--- config.mk ---
export PLATFORM = sky130hd
export DESIGN_NAME = bcd_scan_display
export DESIGN_NICKNAME = d
export VERILOG_FILES = /design/src/rtl/bcd_scan_display.sv
export SDC_FILE = /design/constraint.sdc
export NUM_CORES = 1
export LEC_CHECK = 0
export BUFFER_PORTS_ARGS = -buffer_cell sky130_fd_sc_hd__buf_2
export CAP_MARGIN = 20
export CORE_MARGIN = 4
export CORE_UTILIZATION = 56
export DETAILED_ROUTE_END_ITERATION = 12
export PLACE_DENSITY = 0.86
export SLEW_MARGIN = 15
export SYNTH_ARGS = -nofsm -noshare
export SYNTH_HDL_FRONTEND = slang
export SYNTH_SLANG_ARGS = --single-unit
--- constraint.sdc ---
create_clock -name CLK -period 2.7 [get_ports CLK]
set_clock_uncertainty 0.2 [all_clocks]
set_input_delay 0.54 -clock CLK [delete_from_list [all_inputs] [get_ports CLK]]
set_output_delay 0.54 -clock CLK [all_outputs]
set_load 0.01 [all_outputs]
--- src/rtl/bcd_scan_display.sv ---
// bcd_scan_display: time-multiplexed common-anode 7-segment driver for DIGITS packed BCD digits.
// Ports: CLK clock; CR sync active-high clear; BCD packed digits (digit k = BCD[4k+3:4k]);
//        DP_IN per-digit decimal point request; SEG {g..a} active-low; DP active-low; AN active-low digit enables.
// Optional macro LEADING_ZERO_BLANK_EN: blank leading zero digits (digit 0 never blanked).
module bcd_scan_display #(
  parameter int DIGITS   = 4,
  parameter int SCAN_DIV = 50000
) (
  input  logic                  CLK,
  input  logic                  CR,
  input  logic [4*DIGITS-1:0]   BCD,
  input  logic [DIGITS-1:0]     DP_IN,
  output logic [6:0]            SEG,
  output logic                  DP,
  output logic [DIGITS-1:0]     AN
);
  localparam int PW = $clog2(SCAN_DIV);
  localparam int IW = DIGITS > 1 ? $clog2(DIGITS) : 1;
  logic [PW-1:0]       pre;
  logic [IW-1:0]       idx;
  logic [4*DIGITS-1:0] snap, snap_sh;
  logic [DIGITS-1:0]   snap_dp, dp_sh, an_next;
  logic                load_pend, tick, last, dp_sel, blank;
  logic [3:0]          dig;
  logic [6:0]          seg_dec;
  assign tick    = pre == PW'(SCAN_DIV - 1);
  assign last    = idx == IW'(DIGITS - 1);
  assign snap_sh = snap >> (4 * idx);
  assign dig     = snap_sh[3:0];
  assign dp_sh   = snap_dp >> idx;
  assign dp_sel  = dp_sh[0];
  assign an_next = ~(DIGITS'(1) << idx);
  always_comb begin
    seg_dec = 7'h3F;
    case (dig)
      4'd0: seg_dec = 7'h40;
      4'd1: seg_dec = 7'h79;
      4'd2: seg_dec = 7'h24;
      4'd3: seg_dec = 7'h30;
      4'd4: seg_dec = 7'h19;
      4'd5: seg_dec = 7'h12;
      4'd6: seg_dec = 7'h02;
      4'd7: seg_dec = 7'h78;
      4'd8: seg_dec = 7'h00;
      4'd9: seg_dec = 7'h10;
      default: seg_dec = 7'h3F;
    endcase
  end
`ifdef LEADING_ZERO_BLANK_EN
  // lz[k] = digit k and every more-significant digit of the snapshot are zero
  logic [DIGITS-1:0] lz, lz_sh;
  for (genvar k = 0; k < DIGITS; k++) begin : g_lz
    if (k == DIGITS - 1) begin : g_top
      assign lz[k] = snap[4*k +: 4] == 4'd0;
    end else begin : g_mid
      assign lz[k] = (snap[4*k +: 4] == 4'd0) & lz[k+1];
    end
  end
  assign lz_sh = lz >> idx;
  assign blank = (idx != '0) & lz_sh[0] & ~dp_sel;
`else
  assign blank = 1'b0;
`endif
  always_ff @(posedge CLK) begin
    if (CR) begin
      pre       <= '0;
      idx       <= '0;
      snap      <= '0;
      snap_dp   <= '0;
      load_pend <= 1'b1;
      AN        <= '1;
      SEG       <= 7'h7F;
      DP        <= 1'b1;
    end else begin
      pre       <= tick ? '0 : pre + 1'b1;
      idx       <= tick ? (last ? '0 : idx + 1'b1) : idx;
      // snapshot only at frame boundaries so a frame never mixes two counter values
      snap      <= (load_pend | (tick & last)) ? BCD : snap;
      snap_dp   <= (load_pend | (tick & last)) ? DP_IN : snap_dp;
      load_pend <= 1'b0;
      AN        <= an_next;
      SEG       <= blank ? 7'h7F : seg_dec;
      DP        <= ~dp_sel;
    end
  end
endmodule

### After elaboration in Yosys (flattened, before gate mapping)

Memories as Yosys holds them, arrays and structs flattened. A register that Yosys moved wholly into a read port is not among the register bits.
Index checks and enable logic that the tools add are counted.

* register bits after elaboration: 44
* ROM bits: 112
* input port bits: 22
* word-level logic and storage cells: 22
* memories kept: 1

Memory list
* (name not given): words 16, width 7, read ports 1, clocked after Yosys merged registers in 1, wr ports 0, line 35 `case (dig)`

* add/sub/neg operators: 2
* equality and inequality tests: 2
* shift-type cells: 3
* mux-type cells: 2
* bitwise logic cells: 4
* reductions and logical operators: 1

Operators with widths (number)
* adder 16 x 1 -> 16 bit, second input constant: 1
* == test 16 bit, second input constant: 1
* >> shifter 16 x 4 -> 4 bit: 1
* inverter 4 bit: 1
* << shifter 1 x 2 -> 4 bit, first input constant: 1
* >> shifter 4 x 2 -> 1 bit: 1
* adder 2 x 1 -> 2 bit, second input constant: 1
* == test 2 bit, second input constant: 1
* 2-to-1 mux 2 bit: 1
* OR reduction 2 bit: 1
* bitwise AND 1 bit: 1
* 2-to-1 mux 1 bit: 1
* inverter 1 bit: 1
* OR 1 bit: 1

### Depth between registers and ports, before layout

* depth in word-level cells: 3
* gate-level depth with buffers: 7
* depth with buffers taken out: 6

### Worst setup path before layout

Ideal clock, no wire load.

* path type: flip-flop to flip-flop
* start point: reg pre[11]
* end point: reg pre[8]
* arrival time: 1838 ps
* data required time: 2385 ps
* setup slack: 547 ps
* stages on the path, launching flop included: 7
* buffers on the path: 2
* path through: dfxtp_1 -> or4_1 -> or4_4 -> nand2b_1 -> buf_2 -> buf_4 -> nor2_1

* word-level cells in the longest chain between the ends: 2

Ends and longest elaborated chain
* start, declared: line 19 `logic [PW-1:0] pre;`
* start signal, assigned: line 75 `pre <= tick ? '0 : pre + 1'b1;`
* == test 16 bit: line 26 `assign tick = pre == PW'(SCAN_DIV - 1);`
* OR reduction 2 bit (no source line)

No other way between the ends.
A chain may end at the register's enable or synchronous reset.

### Worst setup path in the final report

* start point: reg idx[0]
* end point: reg SEG[4]

* word-level cells in the longest chain between the ends: 1

Ends and longest elaborated chain
* start, declared: line 20 `logic [IW-1:0] idx;`
* start signal, assigned: line 76 `idx <= tick ? (last ? '0 : idx + 1'b1) : idx;`
* >> shifter 16 x 4 -> 4 bit: line 28 `assign snap_sh = snap >> (4 * idx);`
* end, declared: line 13 `output logic [6:0] SEG,`

No other way between the ends.

==> metrics <==
worst path required time=~2.7 ns; Starting DRT DRC Count=roughly 70; TNS Setup=0 ns; clock root cell=clkbuf_8; row cnt=23; number of global-route vias before repair=between 1.5k and 2k; RSZ-0062 raised after global routing=false; Peak VDD IR=about 0.00034 V; num ports=34; Final Max Tran Viols=0; DRC Markers=0; met2 GRT Util=0.282; CTS clk-pin slew, worst paths=approximately 0.080 ns; Mapped Area=0.00235 mm2; global route total overflow=0; post-synth cell types=35; hold_buf cts=0; r2r endpoint=SEG[4]; Worst R2R Path Depth=7; die area=roughly 0.0053 mm2; CTS tree=yes; drt pass-1 iters=4; Place WS=between 0.3 and 0.4 ns; startpoint types=register; hold path start=pre[0]; kind of critical path=register to register; number of diodes=0; reg2reg setup slack=between 0.4 and 0.5 ns; Tmin final=~2.3 ns; Setup-failing EPs final=0; layout cells sized above 1=0.202; part of the cycle the worst path needs=0.846; Tot Pwr=~1.5 mW; GRT Overall Usage=0.169; Worst-Margin Slew=approximately 0.64 ns; GPL Wtd Cong=a little over 0.8; initial antenna violation count=0; nets=304; Hold WC Path Type=register to register; setup ws final=a little over 0.4 ns; cell family with most CP delay=multiplexers; chip height=between 70 and 80 um; Synth warnings=0; CP max stage cell=mux4_2; register area=just over 0.001 mm2; critical path cell sequence=buf_4 -> mux4_2 -> inv_1 -> ha_1 -> nand2b_1 -> nor3b_1 -> a21oi_1; per-cell routed wire length=roughly 12 um; Synth Instances=240; Clock Path Buffers=2; LEAKAGE=between 1 and 1.5 nW; post-synthesis sequential area ratio=0.434; Worst Setup End Kind=register; die width=72.8 um; final core utilization=0.663; area of the multi-input gates=approximately 0.0013 mm2; Worst EP arrival=between 2 and 2.5 ns; Mapped Nets=approximately 270; worst rel slew slack=0.571; Buffers on Ports=33; worst skew pair latency=a little over 0.3 ns; ANT nets after route=0; Slowest Stage Delay on Critical Path=roughly 0.56 ns; largest net degree at the start of global routing=54; # fillers=around 320; GR met1 Demand/Resource=0.191; Hold Crit Endpoint=pre[0]; vias per cell=5.04; CTS-repair resized insts=0; first-pass GRT wire length=6.83 mm; PD cells=553 mW/mm2; R2R Path Start=idx[0]; Final Hold Fails=0; Hold Path Stages=1; HPWL after DPL=2.83 mm; Max Clk Rate=about 0.44 GHz; GR Util met3=0.0592; ys flop type=dfxtp_1; status=completed; Clock Sinks=between 50 and 60; routed wire length=3.92 mm; Post-synth EDFFs=0; Inserted Clock Buffers=5; Core Area=0.00403 mm2; Initial Util=0.584; CP bufs+invs=2; area grow syn2layout=13.6%; via count=~1.6k; Max-cap violations=0; Post-Syn Area per Cell=between 9 and 10 um2; H-tree levels=2; Async S/R FF share, synth=0; worst-path fanout max=7; Top Usage Layer GRT=met2; Synth Register Bits=51; postcts setup bufs=0
==> where the power goes <==
part | leakage [nW] | internal (mW) | switching [mW]
clock network | 0.0612 | 0.300 | 0.239
registers | 0.419 | 0.787 | 0.0157
logic | 0.605 | 0.0692 | 0.0664
total | 1.08 | 1.16 | 0.321
==> flip-flops by register name, indices dropped and copies added (netlist names) <==
signal and flops:
pre 16, snap 16, SEG 7, AN 4
snap_dp 4, idx 2, DP 1, load_pend 1
==> routing by layer <==
metal / vias up / wire length [um]
met2: 37 / 1830
met1: 712 / 1780
li1: 867 / -
met3: 7 / 234
met4: 0 / 74
met5: - / 0
==> worst max-delay path by stage <==
stage	startpoint	to	slack (ns)	cells past startpoint
floorplan	pre[11]	pre[8]	0.55	6
global placement	pre[11]	pre[8]	0.49	5
detailed placement	idx[0]	SEG[4]	0.39	7
CTS	idx[0]	SEG[4]	0.38	7
global route	idx[0]	SEG[4]	0.20	7
finish	idx[0]	SEG[4]	0.41	7
==> cell usage after synthesis (3+ instances only) <==
library cell / number / area [um2]
nand2_1: 8 / 30.0
nand3_1: 5 / 25.0
nand2b_1: 47 / 294
mux2i_1: 21 / 210
xnor2_1: 6 / 52.6
mux4_2: 5 / 113
inv_1: 8 / 30.0
nor2_1: 16 / 60.1
xor2_1: 5 / 43.8
clkbuf_1: 7 / 26.3
ha_1: 11 / 138
or3_1: 3 / 18.8
o21ai_0: 7 / 35.0
or2_2: 3 / 18.8
nor3_1: 3 / 15.0
dfxtp_1: 51 / 1020
a21oi_1: 9 / 45.0
nand4_1: 4 / 25.0
==> cell families (layout without fill, tap and decap cells) <==
family | count (synthesis) | count (layout) | share of synthesized area
simple gates | 101 | 101 | 0.247
flops | 51 | 51 | 0.434
mux | 26 | 26 | 0.137
compound gates | 20 | 20 | 0.0474
buf+inv | 20 | 52 | 0.0346
fa+ha+maj | 11 | 11 | 0.0585
xor+xnor | 11 | 11 | 0.0410
==> final cells by class <==
class,instances,area share
Multi-Input combinational cell,169,0.469
Clock inverter,2,0.0131
Clock buffer,6,0.0309
Sequential cell,51,0.382
Timing Repair Buffer,36,0.0703
Tap cell,50,0.0234
Inverter,8,0.0112
==> placed cells by master (no fill, tap or decap), types with 3 or more instances in the layout <==
master     n
dfxtp_1   51
nand2b_1  47
buf_2     33
mux2i_1   21
nor2_1    16
ha_1      11
inv_1      8
a21oi_1    8
nand2_1    8
o21ai_0    7
xnor2_1    6
clkbuf_8   6
mux4_2     5
nand3_1    5
xor2_1     5
nand4_1    4
or2_2      3
or3_1      3
nor3_1     3
buf_4      3
==> metrics by stage <==
step	hold WS, ns	instances	area (um2)
floorplan	0.225	240	2350
global placement	0.239	314	2550
detailed placement	0.249	314	2550
CTS	0.262	322	2670
global route	0.259	322	2670
finish	0.264	322	2670
Power figures use the tool's default switching activity.
